==> src/rtl/tlv493_frame_parser.sv <==
// Collects the 7-byte TLV493D read frame into one decoded, sign-extended sample with frame-counter checking.
// Sample appears one edge after the 7th byte; one-deep output register, an unread sample is overwritten (overrun flagged).
module tlv493_frame_parser #(
  parameter int OUT_WIDTH     = 16,
  parameter bit CHECK_CHANNEL = 1'b1
) (
  input  logic                 clock,
  input  logic                 reset,
  input  logic                 frame_start,
  input  logic                 frame_abort,
  input  logic                 byte_valid,
  input  logic [7:0]           byte_data,
  output logic                 sample_valid,
  input  logic                 sample_ready,
  output logic [OUT_WIDTH-1:0] mag_x,
  output logic [OUT_WIDTH-1:0] mag_y,
  output logic [OUT_WIDTH-1:0] mag_z,
  output logic [11:0]          temp,
  output logic [1:0]           frm,
  output logic [1:0]           ch,
  output logic [2:0]           flags,
  output logic [2:0]           sample_status,
  output logic                 resync_req,
  output logic [15:0]          error_count,
  input  logic                 err_clear
);

  typedef enum logic [1:0] {S_IDLE, S_COLLECT, S_PUBLISH} state_t;

  state_t r_state, w_state_nxt;
  logic [7:0] r_b [0:6];
  logic [2:0] r_idx, w_idx_nxt;
  logic       r_frame_done, r_long_seen;
  logic       r_frm_locked;
  logic [1:0] r_frm_exp;

  logic       w_store;
  logic [2:0] w_store_idx;
  logic       w_publish, w_seq_err, w_done_set, w_done_clr, w_long_set;

  logic [OUT_WIDTH-1:0] r_mag_x, r_mag_y, r_mag_z;
  logic [11:0] r_temp;
  logic [1:0]  r_frm, r_ch;
  logic [2:0]  r_flags, r_status;
  logic        r_sample_valid, r_resync;
  logic [15:0] r_err_cnt;

  always_ff @(posedge clock or posedge reset) begin
    if (reset) begin
      r_state <= S_IDLE;
      r_idx   <= '0;
    end else begin
      r_state <= w_state_nxt;
      r_idx   <= w_idx_nxt;
    end
  end

  // Abort always wins; a start (with or without a byte) restarts collection at b0.
  always_comb begin
    w_state_nxt = r_state;
    w_idx_nxt   = r_idx;
    w_store     = 1'b0;
    w_store_idx = 3'd0;
    w_publish   = 1'b0;
    w_seq_err   = 1'b0;
    w_done_set  = 1'b0;
    w_done_clr  = 1'b0;
    w_long_set  = 1'b0;
    case (r_state)
      S_IDLE, S_PUBLISH: begin
        w_publish   = (r_state == S_PUBLISH);
        w_state_nxt = S_IDLE;
        if (frame_abort) begin
          w_seq_err  = 1'b1;
          w_done_clr = 1'b1;
        end else if (frame_start) begin
          w_state_nxt = S_COLLECT;
          w_done_clr  = 1'b1;
          w_store     = byte_valid;
          w_idx_nxt   = byte_valid ? 3'd1 : 3'd0;
        end else if (byte_valid) begin
          // After a completed frame, trailing bytes are one long-frame error.
          if (!r_frame_done) begin
            w_seq_err = 1'b1;
          end else if (!r_long_seen) begin
            w_seq_err  = 1'b1;
            w_long_set = 1'b1;
          end
        end
      end
      S_COLLECT: begin
        if (frame_abort) begin
          w_seq_err   = 1'b1;
          w_done_clr  = 1'b1;
          w_state_nxt = S_IDLE;
        end else if (frame_start) begin
          w_seq_err = (r_idx != 3'd0);
          w_store   = byte_valid;
          w_idx_nxt = byte_valid ? 3'd1 : 3'd0;
        end else if (byte_valid) begin
          w_store     = 1'b1;
          w_store_idx = r_idx;
          if (r_idx == 3'd6) begin
            w_idx_nxt   = 3'd0;
            w_done_set  = 1'b1;
            w_state_nxt = S_PUBLISH;
          end else begin
            w_idx_nxt = r_idx + 3'd1;
          end
        end
      end
      default: w_state_nxt = S_IDLE;
    endcase
  end

  always_ff @(posedge clock or posedge reset) begin
    if (reset) begin
      for (int i = 0; i < 7; i++) r_b[i] <= '0;
      r_frame_done <= 1'b0;
      r_long_seen  <= 1'b0;
    end else begin
      if (w_store) r_b[w_store_idx] <= byte_data;
      if (w_done_clr) r_frame_done <= 1'b0;
      else if (w_done_set) r_frame_done <= 1'b1;
      if (w_done_set) r_long_seen <= 1'b0;
      else if (w_long_set) r_long_seen <= 1'b1;
    end
  end

  logic signed [11:0] w_bx, w_by, w_bz;
  logic [1:0] w_frm, w_ch;
  logic       w_frm_err, w_ch_err, w_err_evt;

  assign w_bx      = {r_b[0], r_b[4][7:4]};
  assign w_by      = {r_b[1], r_b[4][3:0]};
  assign w_bz      = {r_b[2], r_b[5][3:0]};
  assign w_frm     = r_b[3][3:2];
  assign w_ch      = r_b[3][1:0];
  assign w_frm_err = w_publish && r_frm_locked && (w_frm != r_frm_exp);
  assign w_ch_err  = (CHECK_CHANNEL != 1'b0) && (w_ch != 2'd0);
  assign w_err_evt = w_seq_err || w_frm_err;

  always_ff @(posedge clock or posedge reset) begin
    if (reset) begin
      r_frm_locked <= 1'b0;
      r_frm_exp    <= 2'd0;
    end else if (w_publish) begin
      if (!r_frm_locked) begin
        r_frm_locked <= 1'b1;
        r_frm_exp    <= w_frm + 2'd1;
      end else if (w_frm == r_frm_exp) begin
        r_frm_exp <= r_frm_exp + 2'd1;
      end else begin
        r_frm_locked <= 1'b0;
      end
    end
  end

  always_ff @(posedge clock or posedge reset) begin
    if (reset) begin
      r_mag_x        <= '0;
      r_mag_y        <= '0;
      r_mag_z        <= '0;
      r_temp         <= '0;
      r_frm          <= '0;
      r_ch           <= '0;
      r_flags        <= '0;
      r_status       <= '0;
      r_sample_valid <= 1'b0;
      r_resync       <= 1'b0;
      r_err_cnt      <= '0;
    end else begin
      r_resync <= w_frm_err;
      if (w_publish) begin
        r_mag_x        <= OUT_WIDTH'(w_bx);
        r_mag_y        <= OUT_WIDTH'(w_by);
        r_mag_z        <= OUT_WIDTH'(w_bz);
        r_temp         <= {r_b[3][7:4], r_b[6]};
        r_frm          <= w_frm;
        r_ch           <= w_ch;
        r_flags        <= r_b[5][6:4];
        r_status       <= {w_frm_err, w_ch_err, r_sample_valid && !sample_ready};
        r_sample_valid <= 1'b1;
      end else if (r_sample_valid && sample_ready) begin
        r_sample_valid <= 1'b0;
      end
      if (err_clear) r_err_cnt <= '0;
      else if (w_err_evt && (r_err_cnt != 16'hFFFF)) r_err_cnt <= r_err_cnt + 16'd1;
    end
  end

  assign mag_x         = r_mag_x;
  assign mag_y         = r_mag_y;
  assign mag_z         = r_mag_z;
  assign temp          = r_temp;
  assign frm           = r_frm;
  assign ch            = r_ch;
  assign flags         = r_flags;
  assign sample_status = r_status;
  assign sample_valid  = r_sample_valid;
  assign resync_req    = r_resync;
  assign error_count   = r_err_cnt;

endmodule

==> config.mk <==
export PLATFORM = sky130hd
export DESIGN_NAME = tlv493_frame_parser
export DESIGN_NICKNAME = d
export VERILOG_FILES = /design/src/rtl/tlv493_frame_parser.sv
export SDC_FILE = /design/constraint.sdc
export NUM_CORES = 1
export LEC_CHECK = 0
export BUFFER_PORTS_ARGS = -buffer_cell sky130_fd_sc_hd__buf_4
export CAP_MARGIN = 20
export CORE_UTILIZATION = 40
export DETAILED_ROUTE_END_ITERATION = 8
export PLACE_DENSITY_LB_ADDON = 0.3
export SLEW_MARGIN = 15
export SYNTH_ARGS = -nofsm -noshare
export SYNTH_HDL_FRONTEND = slang
export SYNTH_SLANG_ARGS = --single-unit
==> constraint.sdc <==
create_clock -name clock -period 6.5 [get_ports clock]
set_clock_uncertainty 0.05 [all_clocks]
set_input_delay 0.975 -clock clock [delete_from_list [all_inputs] [get_ports clock]]
set_output_delay 0.975 -clock clock [all_outputs]
set_load 0.005 [all_outputs]
Yosys cells after proc, flatten, opt, wreduce, memory -nomap -nowiden

Index checks and enable logic that the tools add are counted.

Add/subtract/negate cells: 4
Order comparisons: 2
Equality and inequality tests: 14
Multiplexer cells: 63
Bitwise gates (word level): 1
Reduce and logical (&&, ||, !) cells: 20

Operators with widths:

| operator                                                    | count |
|---|---|
| bitwise mux 56 bit                                          | 1 |
| two-way mux 1 bit                                           | 37 |
| two-way mux 16 bit                                          | 2 |
| two-way mux 3 bit                                           | 10 |
| demux 8 bit (select 3 bit)                                  | 1 |
| adder 16 x 1 -> 16 bit (second input constant)              | 1 |
| inequality test 16 bit (second input constant)              | 1 |
| two-way mux 2 bit                                           | 6 |
| inequality test 3 bit (second input constant)               | 4 |
| nonzero test 2 bit                                          | 6 |
| two-way mux 8 bit                                           | 1 |
| logical AND 1 bit                                           | 6 |
| inequality test 2 bit (second input constant)               | 3 |
| case mux 1 bit (2 select lines)                             | 3 |
| case mux 3 bit (2 select lines)                             | 1 |
| AND reduction 5 bit                                         | 1 |
| adder 2 x 1 -> 2 bit (second input constant)                | 2 |
| greater-or-equal comparator 4 bit (second input constant)   | 1 |
| less-than comparator 4 x 1 -> 1 bit (second input constant) | 1 |
| inverter 3 -> 4 bit                                         | 1 |
| case mux 2 bit (2 select lines)                             | 1 |
| adder 3 x 1 -> 3 bit (second input constant)                | 1 |
| == test 3 bit (second input constant)                       | 1 |
| AND reduction 3 bit                                         | 1 |
| other kinds (11)                                            | 11 |

Bits in registers: 142
Output and inout bits: 88

Longest topological paths before layout

Depth after elaboration: 10
Mapped depth: 8

Worst setup path before layout

OpenSTA, ideal clock, no wires.

Kind: input -> register
From: input frame_start
To: register r_b[40] (netlist bit)
Arrival: 2.408 ns
Required time: 6.325 ns
Path slack: 3.917 ns
Cell stages on the path: 7
Path buffers: 1
Cell sequence: or3b_1 -> buf_6 -> nand3b_4 -> nor2_1 -> nand2_1 -> nor2_4 -> mux2_2

Cells in the longest elaborated chain, start to end: 9

RTL lines:

| what                                                                                                           | line | RTL |
|---|---|---|
| from (decl)                                                                                                    | 9    | `input logic frame_start,` |
| two-way mux 3 bit                                                                                              | 96   | `end else if (frame_start) begin` |
| two-way mux 3 bit                                                                                              | 92   | `if (frame_abort) begin` |
| two-way mux 3 bit                                                                                              | 69   | `case (r_state)` |
| inverter 3 -> 4 bit (not written as such)                                                                      | 122  | `if (w_store) r_b[w_store_idx] <= byte_data;` |
| greater-or-equal comparator 4 bit (not written as such) or less-than comparator 4 x 1 -> 1 bit (tied branches) | 122  |  |
| logical AND 1 bit (not written as such)                                                                        | 122  |  |
| two-way mux 8 bit (not written as such)                                                                        | 122  |  |
| demux 8 bit (select 3 bit)                                                                                     | 122  |  |
| bitwise mux 56 bit                                                                                             | 122  |  |
| to (signal, indexed assignment)                                                                                | 122  |  |
| to (decl)                                                                                                      | 31   | `logic [7:0] r_b [0:6];` |

Several ways; a longest one is shown, not always the timed one.
A chain may end at the register's enable or synchronous reset.

Worst setup path in the final report

From: input frame_start
To: register r_b[4] (netlist bit)

The elaborated chain is that of the path after synthesis.

==> flow_metrics.py <==
metrics = {
    "outcome": {
        "run_status": "complete, no violations",
    },
    "power": {
        "p_per_area_nw_per_um2": 278,
        "leakagePower_nw": 3.74,
        "power_mw": 2.04,
        "ir_drop_mv": 0.181,
    },
    "synth": {
        "syn_area_per_cell_um2": 13.6,
        "synthTopCellsByArea": "dfrtp_1 60%, mux2_2 21%, buf_4 1.8%, nand2_1 1.5%, a21oi_1 1.1%",
        "yosysSeqAreaShare_pct": 60.3,
        "ys_types": 44,
        "syn_nets": 445,
        "synth-seq-cells": 141,
        "yosys.area.top_type_share_pct": 60.3,
        "syn-cell-area_um2": 5850,
        "yosys_warnings": 0,
        "synth_top_area_cell": "dfrtp_1",
        "syn_inst": 429,
    },
    "grt": {
        "overflow": 0,
        "met2_usage_pct": 28.4,
        "track_usage_pct": 17.6,
        "grtUsageMet3_pct": 6.37,
        "grt_max_degree": 75,
        "first_global_vias": 3830,
        "met1_usage_pct": 21.6,
        "antenna_found_initial": 0,
        "grt.busiest_layer": "met2",
        "grt_pass1_wl_um": 19600,
    },
    "finish": {
        "antennaDiodeCount": 0,
        "final_cell_area_um2": 7320,
        "nets": 541,
        "final.fill_count": 1233,
        "drive_above_1_share_pct": 48.5,
        "synthToLayoutAreaGrowth_pct": 25.2,
    },
    "floorplan": {
        "dieArea_um2": 15100,
        "dieHeight_um": 123,
        "initial_core_util_pct": 41.5,
        "coreArea_um2": 14100,
        "core.rowCount": 43,
        "chipWidth_um": 123,
        "num_io_pins": 103,
    },
    "timing": {
        "slew_violations": 0,
        "setup_viol": 0,
        "period_needed_ns": 2.57,
        "fmax_mhz": 389,
        "fin_crit_sh_pct": 39.6,
        "finalHoldViolCount": 0,
        "worstMarginPinSlew_ns": 0.833,
        "relSlewSlack_pct": 44.5,
        "rsz0062_at_grt": "no",
        "tns_ns": 0,
    },
    "setup_path": {
        "required_ns": 6.75,
        "path_class": "primary input to flop",
        "crit_fanout": 11,
        "critPathLaunchType": "primary input",
        "worstPathArrival_ns": 2.82,
        "cp-end-kind": "flop",
    },
    "clocking": {
        "clk-insertion-delay-late_ns": 0.42,
        "root_buffer": "clkbuf_16",
        "postCtsSetupBuffers": 0,
        "postCtsHoldBufs": 0,
        "cts_tree": "built",
        "cts_sinks": 141,
        "htreeDepth": 4,
        "path_clk_slew_ns": 0.06,
        "cts_buffers": 17,
        "clockBufferDepth": 2,
        "cts.repair.resized": 0,
    },
    "min_path": {
        "holdCritPathClass": "flop to flop",
    },
    "placed_design": {
        "gp_congestion": 0.806,
        "dp_hpwl_um": 8050,
        "io_buffer_count": 102,
        "dpl_cell_area_um2": 6700,
    },
    "route": {
        "drtPass1Iterations": 4,
        "viasPerCell": 5.20,
        "wirelength_um": 12100,
        "routedWlPerCell_um": 16.9,
        "antenna_left": 0,
        "via_count": 3734,
        "drcViolationCount": 0,
        "drtIter0Drc": 171,
    },
    "flow_run": {
        "cap_violations": 0,
    },
}
==> routing by layer <==
metal  vias up  wire (um)
met5         -          0
met4         0        159
met3        15        929
met2       111       5980
met1      1902       5080
li1       1706          -
==> cell usage in the layout (no fill, tap or decap), drive strengths merged, types with 2 or more instances in the layout <==
master / count
a21oi: 13
a31oi: 2
and3: 3
buf: 104
bufinv: 4
clkbuf: 18
clkinv: 6
clkinvlp: 4
dfrtp: 141
inv: 9
mux2: 111
mux2i: 2
nand2: 25
nand2b: 3
nand3: 11
nand3b: 4
nand4: 3
nor2: 18
nor2b: 3
nor3: 8
o211ai: 2
o21ai: 11
o31ai: 6
or3: 3
or4: 6
xor2: 6
==> final timing paths <==
kind                             startpoint                to  cells past startpoint  slack (ns)
min in group asynchronous             reset      sample_valid                      2        0.60
setup / recovery                frame_start            r_b[4]                      5        3.93
max in group asynchronous             reset            frm[0]                      3        4.47
hold reg to reg            sample_status[2]  sample_status[2]                      2        0.43
setup reg to reg                 r_state[1]            r_b[4]                      4        4.09
hold / removal             sample_status[2]  sample_status[2]                      2        0.43
==> synth_stat cells, drive strengths merged <==
| library cell | count |
|---|---|
| dfrtp | 141 |
| mux2 | 111 |
| nand2 | 25 |
| nor2 | 18 |
| buf | 17 |
| a21oi | 13 |
| nand3 | 11 |
| o21ai | 11 |
| clkbuf | 10 |
| inv | 9 |
| nor3 | 8 |
| o31ai | 6 |
| or4 | 6 |
| xor2 | 6 |
| nand3b | 4 |
| and3 | 3 |
| nand2b | 3 |
| nand4 | 3 |
| nor2b | 3 |
| or3 | 3 |
| a31oi | 2 |
| mux2i | 2 |
| o211ai | 2 |
| a211oi | 1 |
| a21o | 1 |
| a22oi | 1 |
| a41oi | 1 |
| and2 | 1 |
| and4 | 1 |
| ha | 1 |
| nor3b | 1 |
| nor4 | 1 |
| o22a | 1 |
| o32a | 1 |
| or3b | 1 |
==> sequential cells by signal, summed over array words and instances, names as in the netlist, 2 cells and up <==
| name | cells |
|---|---|
| r_b | 55 |
| sample_status | 3 |
| mag_z | 12 |
| r_idx | 3 |
| mag_y | 12 |
| temp | 12 |
| ch | 2 |
| frm | 2 |
| flags | 3 |
| r_frm_exp | 2 |
| r_state | 2 |
| mag_x | 12 |
| error_count | 16 |
==> critical path: stages <==
cell and delay, ns:
buf_4 0.13, or3b_1 0.47, nand3b_4 0.22, nor3_2 0.62, mux2_2 0.41
==> metrics by stage <==
| stage | worst slack [ns] | hold WS [ns] | cells | utilization [%] |
|---|---|---|---|---|
| 2_1_floorplan | 1.69 | 0.420 | 429 | - |
| 3_3_place_gp | 3.54 | 0.414 | 686 | 47.5 |
| 3_5_place_dp | 3.50 | 0.418 | 686 | 47.5 |
| 4_1_cts | 3.95 | 0.433 | 718 | 51.9 |
| 5_1_grt | 3.86 | 0.444 | 718 | 51.9 |
| 6_report | 3.93 | 0.425 | 718 | 51.9 |
==> final cells by class <==
class / count / area, um2 / share of cell area (%)
flip-flops and latches: 141 / 3530 / 48.2
multi-input cells: 252 / 2120 / 29.0
repair buffers: 104 / 781 / 10.7
clock buffers: 18 / 429 / 5.86
well taps: 180 / 225 / 3.08
clock inverters: 14 / 195 / 2.67
inverters: 9 / 38.8 / 0.530
==> cells by family after synthesis <==
group,share of synthesized area (%)
multiplexers,21.7
AND/OR/NAND/NOR,9.16
AO/OA/AOI/OAI,4.17
XOR/XNOR,0.899
buffers and inverters,3.51
flip-flops,60.3
adder cells (fa/ha/maj),0.214
==> where the power goes <==
| part | internal [mW] | switching (mW) | leakage [nW] |
|---|---|---|---|
| Clock | 0.642 | 0.372 | 0.292 |
| Combinational | 0.0397 | 0.0509 | 1.51 |
| Sequential | 0.910 | 0.0228 | 1.93 |
| Total | 1.59 | 0.445 | 3.74 |
Note: power is estimated with default switching activity, not from simulation.
